[src/rtl/fft_strm_frame_sched.sv]
`default_nettype none
// fft_strm_frame_sched: round-robin frame scheduler sharing one streaming FFT core among NCH sources.
// Define FFT_SCHED_STATS_EN to add per-channel 16-bit frame counters on FRAME_CNT.
module fft_strm_frame_sched #(
  parameter int NCH          = 4,
  parameter int FFT_SIZE     = 256,
  parameter int TAG_DEPTH    = 4,
  parameter int REFRESH_WAIT = 64
) (
  input  logic                     CLK,
  input  logic                     NGRST,
  input  logic                     CLKEN,
  input  logic                     RST,
  input  logic [NCH-1:0]           REQ,
  input  logic [NCH-1:0]           INV_CFG,
  input  logic                     REFRESH_REQ,
  input  logic                     FFT_RFS,
  input  logic                     FFT_OUTP_READY,
  input  logic                     FFT_DATAO_VALID,
  output logic [NCH-1:0]           GNT,
  output logic [$clog2(NCH)-1:0]   SEL,
  output logic                     FFT_START,
  output logic                     FFT_INVERSE,
  output logic                     FFT_REFRESH,
  output logic [$clog2(NCH)-1:0]   TAG_OUT,
  output logic                     TAG_VALID,
  output logic                     TAG_ERR,
  output logic                     BUSY
`ifdef FFT_SCHED_STATS_EN
  ,
  output logic [16*NCH-1:0]        FRAME_CNT
`endif
);

  localparam int SW = $clog2(NCH);
  localparam int CW = $clog2(FFT_SIZE);
  localparam int PW = $clog2(TAG_DEPTH);
  localparam int DW = $clog2(TAG_DEPTH + 1);
  localparam int WW = $clog2(REFRESH_WAIT + 1);
  localparam logic [CW-1:0] LAST_SAMPLE = CW'(FFT_SIZE - 1);
  localparam logic [WW-1:0] LAST_WAIT   = WW'(REFRESH_WAIT - 1);
  localparam logic [DW-1:0] FIFO_FULL   = DW'(TAG_DEPTH);
  localparam logic [SW-1:0] LAST_CH     = SW'(NCH - 1);

  typedef enum logic [1:0] {
    S_IDLE    = 2'd0,
    S_STREAM  = 2'd1,
    S_REFRESH = 2'd2
  } state_t;

  state_t        state;
  logic [CW-1:0] sample_cnt;
  logic [WW-1:0] wait_cnt;
  logic [SW-1:0] last_grant;
  logic          refresh_pending;
  logic          tag_loaded;

  logic [SW-1:0] tag_mem [TAG_DEPTH];
  logic [PW-1:0] wr_ptr;
  logic [PW-1:0] rd_ptr;
  logic [DW-1:0] tag_cnt;

  logic [SW-1:0]  pick;
  logic [SW-1:0]  cand;
  logic           found;
  logic [NCH-1:0] pick_oh;
  logic           can_start;
  logic           at_frame_end;
  logic           grant_now;
  logic           refresh_now;
  logic           pop;
  logic           bypass;
  logic           push;

  // Round-robin search begins one past the most recent grant.
  always_comb begin
    pick  = last_grant;
    cand  = '0;
    found = 1'b0;
    for (int i = 1; i <= NCH; i++) begin
      cand = SW'((int'(last_grant) + i) % NCH);
      if (!found && REQ[cand]) begin
        pick  = cand;
        found = 1'b1;
      end
    end
  end

  always_comb begin
    pick_oh       = '0;
    pick_oh[pick] = 1'b1;
  end

  assign can_start    = FFT_RFS & (|REQ) & (tag_cnt != FIFO_FULL) & ~refresh_pending;
  assign at_frame_end = (state == S_STREAM) && (sample_cnt == LAST_SAMPLE);
  assign grant_now    = can_start & ((state == S_IDLE) | at_frame_end);
  assign refresh_now  = (state == S_IDLE) & refresh_pending & (tag_cnt == '0);

  // An OUTP_READY that meets an empty FIFO in the cycle of a new grant takes the new tag directly.
  assign pop    = FFT_OUTP_READY & (tag_cnt != '0);
  assign bypass = grant_now & FFT_OUTP_READY & (tag_cnt == '0);
  assign push   = grant_now & ~bypass;

  assign TAG_VALID = FFT_DATAO_VALID & tag_loaded;
  assign BUSY      = (state != S_IDLE) | (tag_cnt != '0);

  always_ff @(posedge CLK) begin
    if (CLKEN && grant_now) tag_mem[wr_ptr] <= pick;
  end

  always_ff @(posedge CLK or negedge NGRST) begin
    if (!NGRST) begin
      state           <= S_IDLE;
      sample_cnt      <= '0;
      wait_cnt        <= '0;
      last_grant      <= LAST_CH;
      refresh_pending <= 1'b0;
      tag_loaded      <= 1'b0;
      wr_ptr          <= '0;
      rd_ptr          <= '0;
      tag_cnt         <= '0;
      GNT             <= '0;
      SEL             <= '0;
      FFT_START       <= 1'b0;
      FFT_INVERSE     <= 1'b0;
      FFT_REFRESH     <= 1'b0;
      TAG_OUT         <= '0;
      TAG_ERR         <= 1'b0;
    end else if (RST) begin
      state           <= S_IDLE;
      sample_cnt      <= '0;
      wait_cnt        <= '0;
      last_grant      <= LAST_CH;
      refresh_pending <= 1'b0;
      tag_loaded      <= 1'b0;
      wr_ptr          <= '0;
      rd_ptr          <= '0;
      tag_cnt         <= '0;
      GNT             <= '0;
      SEL             <= '0;
      FFT_START       <= 1'b0;
      FFT_INVERSE     <= 1'b0;
      FFT_REFRESH     <= 1'b0;
      TAG_OUT         <= '0;
      TAG_ERR         <= 1'b0;
    end else if (CLKEN) begin
      FFT_START       <= 1'b0;
      FFT_REFRESH     <= 1'b0;
      refresh_pending <= REFRESH_REQ | (refresh_pending & ~refresh_now);

      if (grant_now) begin
        GNT         <= pick_oh;
        SEL         <= pick;
        FFT_START   <= 1'b1;
        FFT_INVERSE <= INV_CFG[pick];
        last_grant  <= pick;
        sample_cnt  <= '0;
        state       <= S_STREAM;
      end else begin
        case (state)
          S_IDLE: begin
            if (refresh_now) begin
              FFT_REFRESH <= 1'b1;
              wait_cnt    <= '0;
              state       <= S_REFRESH;
            end
          end
          S_STREAM: begin
            if (at_frame_end) begin
              GNT   <= '0;
              SEL   <= '0;
              state <= S_IDLE;
            end else begin
              sample_cnt <= sample_cnt + CW'(1);
            end
          end
          S_REFRESH: begin
            if (wait_cnt == LAST_WAIT) state <= S_IDLE;
            else                       wait_cnt <= wait_cnt + WW'(1);
          end
          default: state <= S_IDLE;
        endcase
      end

      if (push) wr_ptr <= wr_ptr + PW'(1);
      if (pop)  rd_ptr <= rd_ptr + PW'(1);
      if (push && !pop)      tag_cnt <= tag_cnt + DW'(1);
      else if (pop && !push) tag_cnt <= tag_cnt - DW'(1);

      if (pop) begin
        TAG_OUT    <= tag_mem[rd_ptr];
        tag_loaded <= 1'b1;
      end else if (bypass) begin
        TAG_OUT    <= pick;
        tag_loaded <= 1'b1;
      end else if (FFT_OUTP_READY) begin
        TAG_ERR    <= 1'b1;
      end
    end
  end

`ifdef FFT_SCHED_STATS_EN
  logic [SW-1:0] load_ch;
  assign load_ch = pop ? tag_mem[rd_ptr] : pick;

  always_ff @(posedge CLK or negedge NGRST) begin
    if (!NGRST) begin
      FRAME_CNT <= '0;
    end else if (RST) begin
      FRAME_CNT <= '0;
    end else if (CLKEN && (pop || bypass)) begin
      FRAME_CNT[16*load_ch +: 16] <= FRAME_CNT[16*load_ch +: 16] + 16'd1;
    end
  end
`endif

endmodule
`default_nettype wire

[config.mk]
export PLATFORM = sky130hd
export DESIGN_NAME = fft_strm_frame_sched
export DESIGN_NICKNAME = d
export VERILOG_FILES = /design/src/rtl/fft_strm_frame_sched.sv
export SDC_FILE = /design/constraint.sdc
export NUM_CORES = 1
export LEC_CHECK = 0
export BUFFER_PORTS_ARGS = -buffer_cell sky130_fd_sc_hd__clkbuf_2
export CAP_MARGIN = 25
export CORE_UTILIZATION = 40
export CTS_BUF_LIST = sky130_fd_sc_hd__clkbuf_4 sky130_fd_sc_hd__clkbuf_8
export DETAILED_ROUTE_END_ITERATION = 8
export PLACE_DENSITY = 0.63
export SYNTH_ARGS = -nofsm -noshare
export SYNTH_HDL_FRONTEND = slang
export SYNTH_SLANG_ARGS = --single-unit
[constraint.sdc]
create_clock -name CLK -period 2.93 [get_ports CLK]
set_input_delay 0.293 -clock CLK [delete_from_list [all_inputs] [get_ports CLK]]
set_output_delay 0.293 -clock CLK [all_outputs]
set_load 0.03 [all_outputs]
==> flow_summary.toml <==
[synth]
synth.distinct_cells = 63
synth.cells.most_frequent = "dfrtp_1 (38), nand2_1 (23), a21oi_1 (20), nor2_1 (16), o21ai_0 (12)"
ys_seq_area_share_pct = 45.2
ys_ff_latch = 48
synth_edf_count = 8
yosysMostFrequentCell = "dfrtp_1"
syn_inst = 273
synth_top_area_cell = "dfrtp_1"
synth_top_area_share_pct = 34.5
yosysWarnings = 0
syn_avg_cell_area_um2 = 10.1
async_flop_share_pct = 83.3
syn_nets = 296
synthTopCellsByArea = "dfrtp_1 (35%), edfxtp_1 (8.7%), a21oi_1 (3.6%)"
syn-cell-area_um2 = 2750
synth_ff_type = "dfrtp_1"

[sta]
slew_violations = 0
worst_pin_slew_ns = 0.592
period_minus_slack_ns = 2.39
slew_headroom_pct = 60.5
finalSetupTns_ns = 0
setup_slack_ns = 0.537
rsz0062_at_grt = "false"
finalCritPeriodShare_pct = 81.7
fin_skew_ns = 0.00579
fmax_ghz = 0.418
setup_viol = 0
hold_viol_final = 0

[detailed_routing]
wl_per_cell_um = 16.2
final_antenna_net_count = 0
num_vias = 2228
drtIter0Drc = 129
drc = 2
wirelength_mm = 6.15
first_pass_iters = 6
viasPerCell = 5.88

[global_routing]
grt_util_all_layers_pct = 18.9
grt_overflow_total = 0
first_global_vias = 2114
grt_max_degree = 34
antenna_found_initial = 0
grt_pass1_wl_mm = 10.6

[min_path]
min-delay-path-class = "input port to flip-flop"
hold_end = "refresh_pending"
whs_path_depth = 3
min_from = "REFRESH_REQ"

[power]
p_switching_w = 0.000455
p_comb_share_pct = 19.8
sw_frac_of_total_pct = 29.9
internal_power_w = 0.00107
p_leak_nw = 1.31
vdd_drop_max_v = 0.000324
clkPwrFrac_pct = 31.9
pwr-share-seq_pct = 48.3
p_per_area_nw_per_um2 = 494

[die]
initial_utilization_pct = 42.4
core_area_um2 = 6490
rows = 29
io_pins = 30
dieArea_um2 = 7220
die_h_um = 85.0
die_w_um = 85.0

[setup_path]
crit_required_ns = 3.16
r2r_slack_ns = 0.54
timing.rr.start = "sample_cnt[0]"
cp_max_fo = 5
cp.arrival_ns = 2.62
crit_type = "flip-flop to flip-flop"
worst_r2r_endpoint = "tag_cnt[2]"
r2r_cells = 9
cp-start-kind = "flip-flop"
crit_path_end_kind = "flip-flop"

[cts]
cts_resized = 0
htree_num_levels = 2
clk_pin_slew_ns = 0.09
cts_tree = "yes"
clockBufferDepth = 2
cts_hold_buffers = 1
cts_made_buffers = 5
clkLatencyLatePin_ns = 0.30
cts.sinks = 48
postCtsSetupRepairBufs = 0
cts-root-buf = "clkbuf_8"

[placement]
gp_congestion = 0.844
pre_cts_ws_ns = 0.568
hpwl_mm = 4.38
io_buffers = 29
dp.cells = 370

[final_layout]
drive_gt1_share_pct = 21.2
area_growth_pct = 11.9
multiInputGateArea_um2 = 1390
utilization_pct = 47.4
nets = 324
final_cells = 379
diodes = 0
regArea_um2 = 1240
fill_cells = 627

[status]
violations = "DRC"
status = "finished, violations left"

[flow_run]
cap_viol_max_count = 0
==> stage by stage <==
| step | cell area (um2) | total power (W) | hold slack [ns] |
|---|---|---|---|
| 2_1_floorplan | 2750 | 0.000955 | -0.00259 |
| 3_3_place_gp | 2940 | 0.00104 | 0.467 |
| 3_5_place_dp | 2960 | 0.00105 | 0.187 |
| 4_1_cts | 3080 | 0.00155 | 0.244 |
| 5_1_grt | 3080 | 0.00160 | 0.277 |
| 6_report | 3080 | 0.00152 | 0.250 |
==> cells in the final DEF (no fill, tap or decap), types with 3 or more instances in the layout <==
cell / synthesis / routed
dfrtp_1: 38 / 38
clkbuf_2: 0 / 29
nand2_1: 23 / 23
a21oi_1: 20 / 20
nor2_1: 16 / 16
o21ai_0: 12 / 12
inv_1: 11 / 11
nor3_1: 11 / 11
nand3_1: 10 / 10
a31oi_1: 9 / 9
edfxtp_1: 8 / 8
and3_1: 6 / 6
nand3b_1: 6 / 6
ha_1: 6 / 6
nand2b_1: 5 / 5
a21o_1: 5 / 5
nor2b_1: 5 / 5
clkbuf_8: 0 / 5
o21a_1: 4 / 4
a32o_1: 4 / 4
and2_1: 3 / 3
nand4b_1: 3 / 3
o2111ai_1: 3 / 3
or4_1: 3 / 3
==> area by class of cell <==
class                      count  area share, %
timing repair buffer          33           6.17
clock inverter                 3           1.38
clock buffer                   5           2.23
multi-input combinational    201           45.2
inverter                      12           1.46
tap                           77           3.13
sequential                    48           40.4
==> power groups by stage <==
stage,clock (W),sequential (W),combinational [W]
floorplan,0,0.000761,0.000195
global placement,0,0.000748,0.000295
detailed placement,0,0.000748,0.000302
CTS,0.000505,0.000735,0.000304
global route,0.000526,0.000740,0.000336
finish,0.000486,0.000735,0.000301
==> worst max-delay path, cell delays in order, from the launching register on <==
cell	delay [ns]
dfrtp_1	0.41
ha_1	0.25
and3_2	0.25
a21boi_2	0.35
nor3_4	0.08
fa_1	0.39
nor3_1	0.15
nand3_1	0.11
a21o_1	0.20
a21oi_1	0.13
==> state kept, by name (all words and copies together) (netlist names), 3 cells and up <==
name	cells
wait_cnt	7
GNT	4
tag_cnt	3
sample_cnt	8
tag_mem	8
==> logic make-up (layout without fill, tap and decap cells) <==
family / Yosys count / in the layout / synth area share, %
mux: 6 / 6 / 3.18
flops: 48 / 48 / 45.2
buf+inv: 24 / 53 / 4.23
xor+xnor: 3 / 3 / 0.954
compound gates: 77 / 77 / 19.3
fa+ha+maj: 7 / 7 / 3.45
simple gates: 108 / 108 / 23.8
==> per-layer routing <==
metal  GRT usage (%)  up-vias  wire, um
met5               0        -         0
met3            2.82        7       315
met4            7.09        0        91
met1            27.3     1089      2960
li1                -     1075         -
met2            28.7       57      2780
==> how the worst max path moves through the flow <==
| stage | from | to | slack (ns) | cells past startpoint |
|---|---|---|---|---|
| 2_1_floorplan | sample_cnt[0] | tag_cnt[2] | 0.68 | 9 |
| 3_3_place_gp | sample_cnt[0] | tag_cnt[2] | 0.60 | 9 |
| 3_5_place_dp | sample_cnt[0] | tag_cnt[2] | 0.57 | 9 |
| 4_1_cts | sample_cnt[0] | tag_cnt[2] | 0.53 | 9 |
| 5_1_grt | sample_cnt[0] | tag_cnt[2] | 0.33 | 9 |
| 6_report | sample_cnt[0] | tag_cnt[2] | 0.54 | 9 |
(Power assumes the default switching activity.)
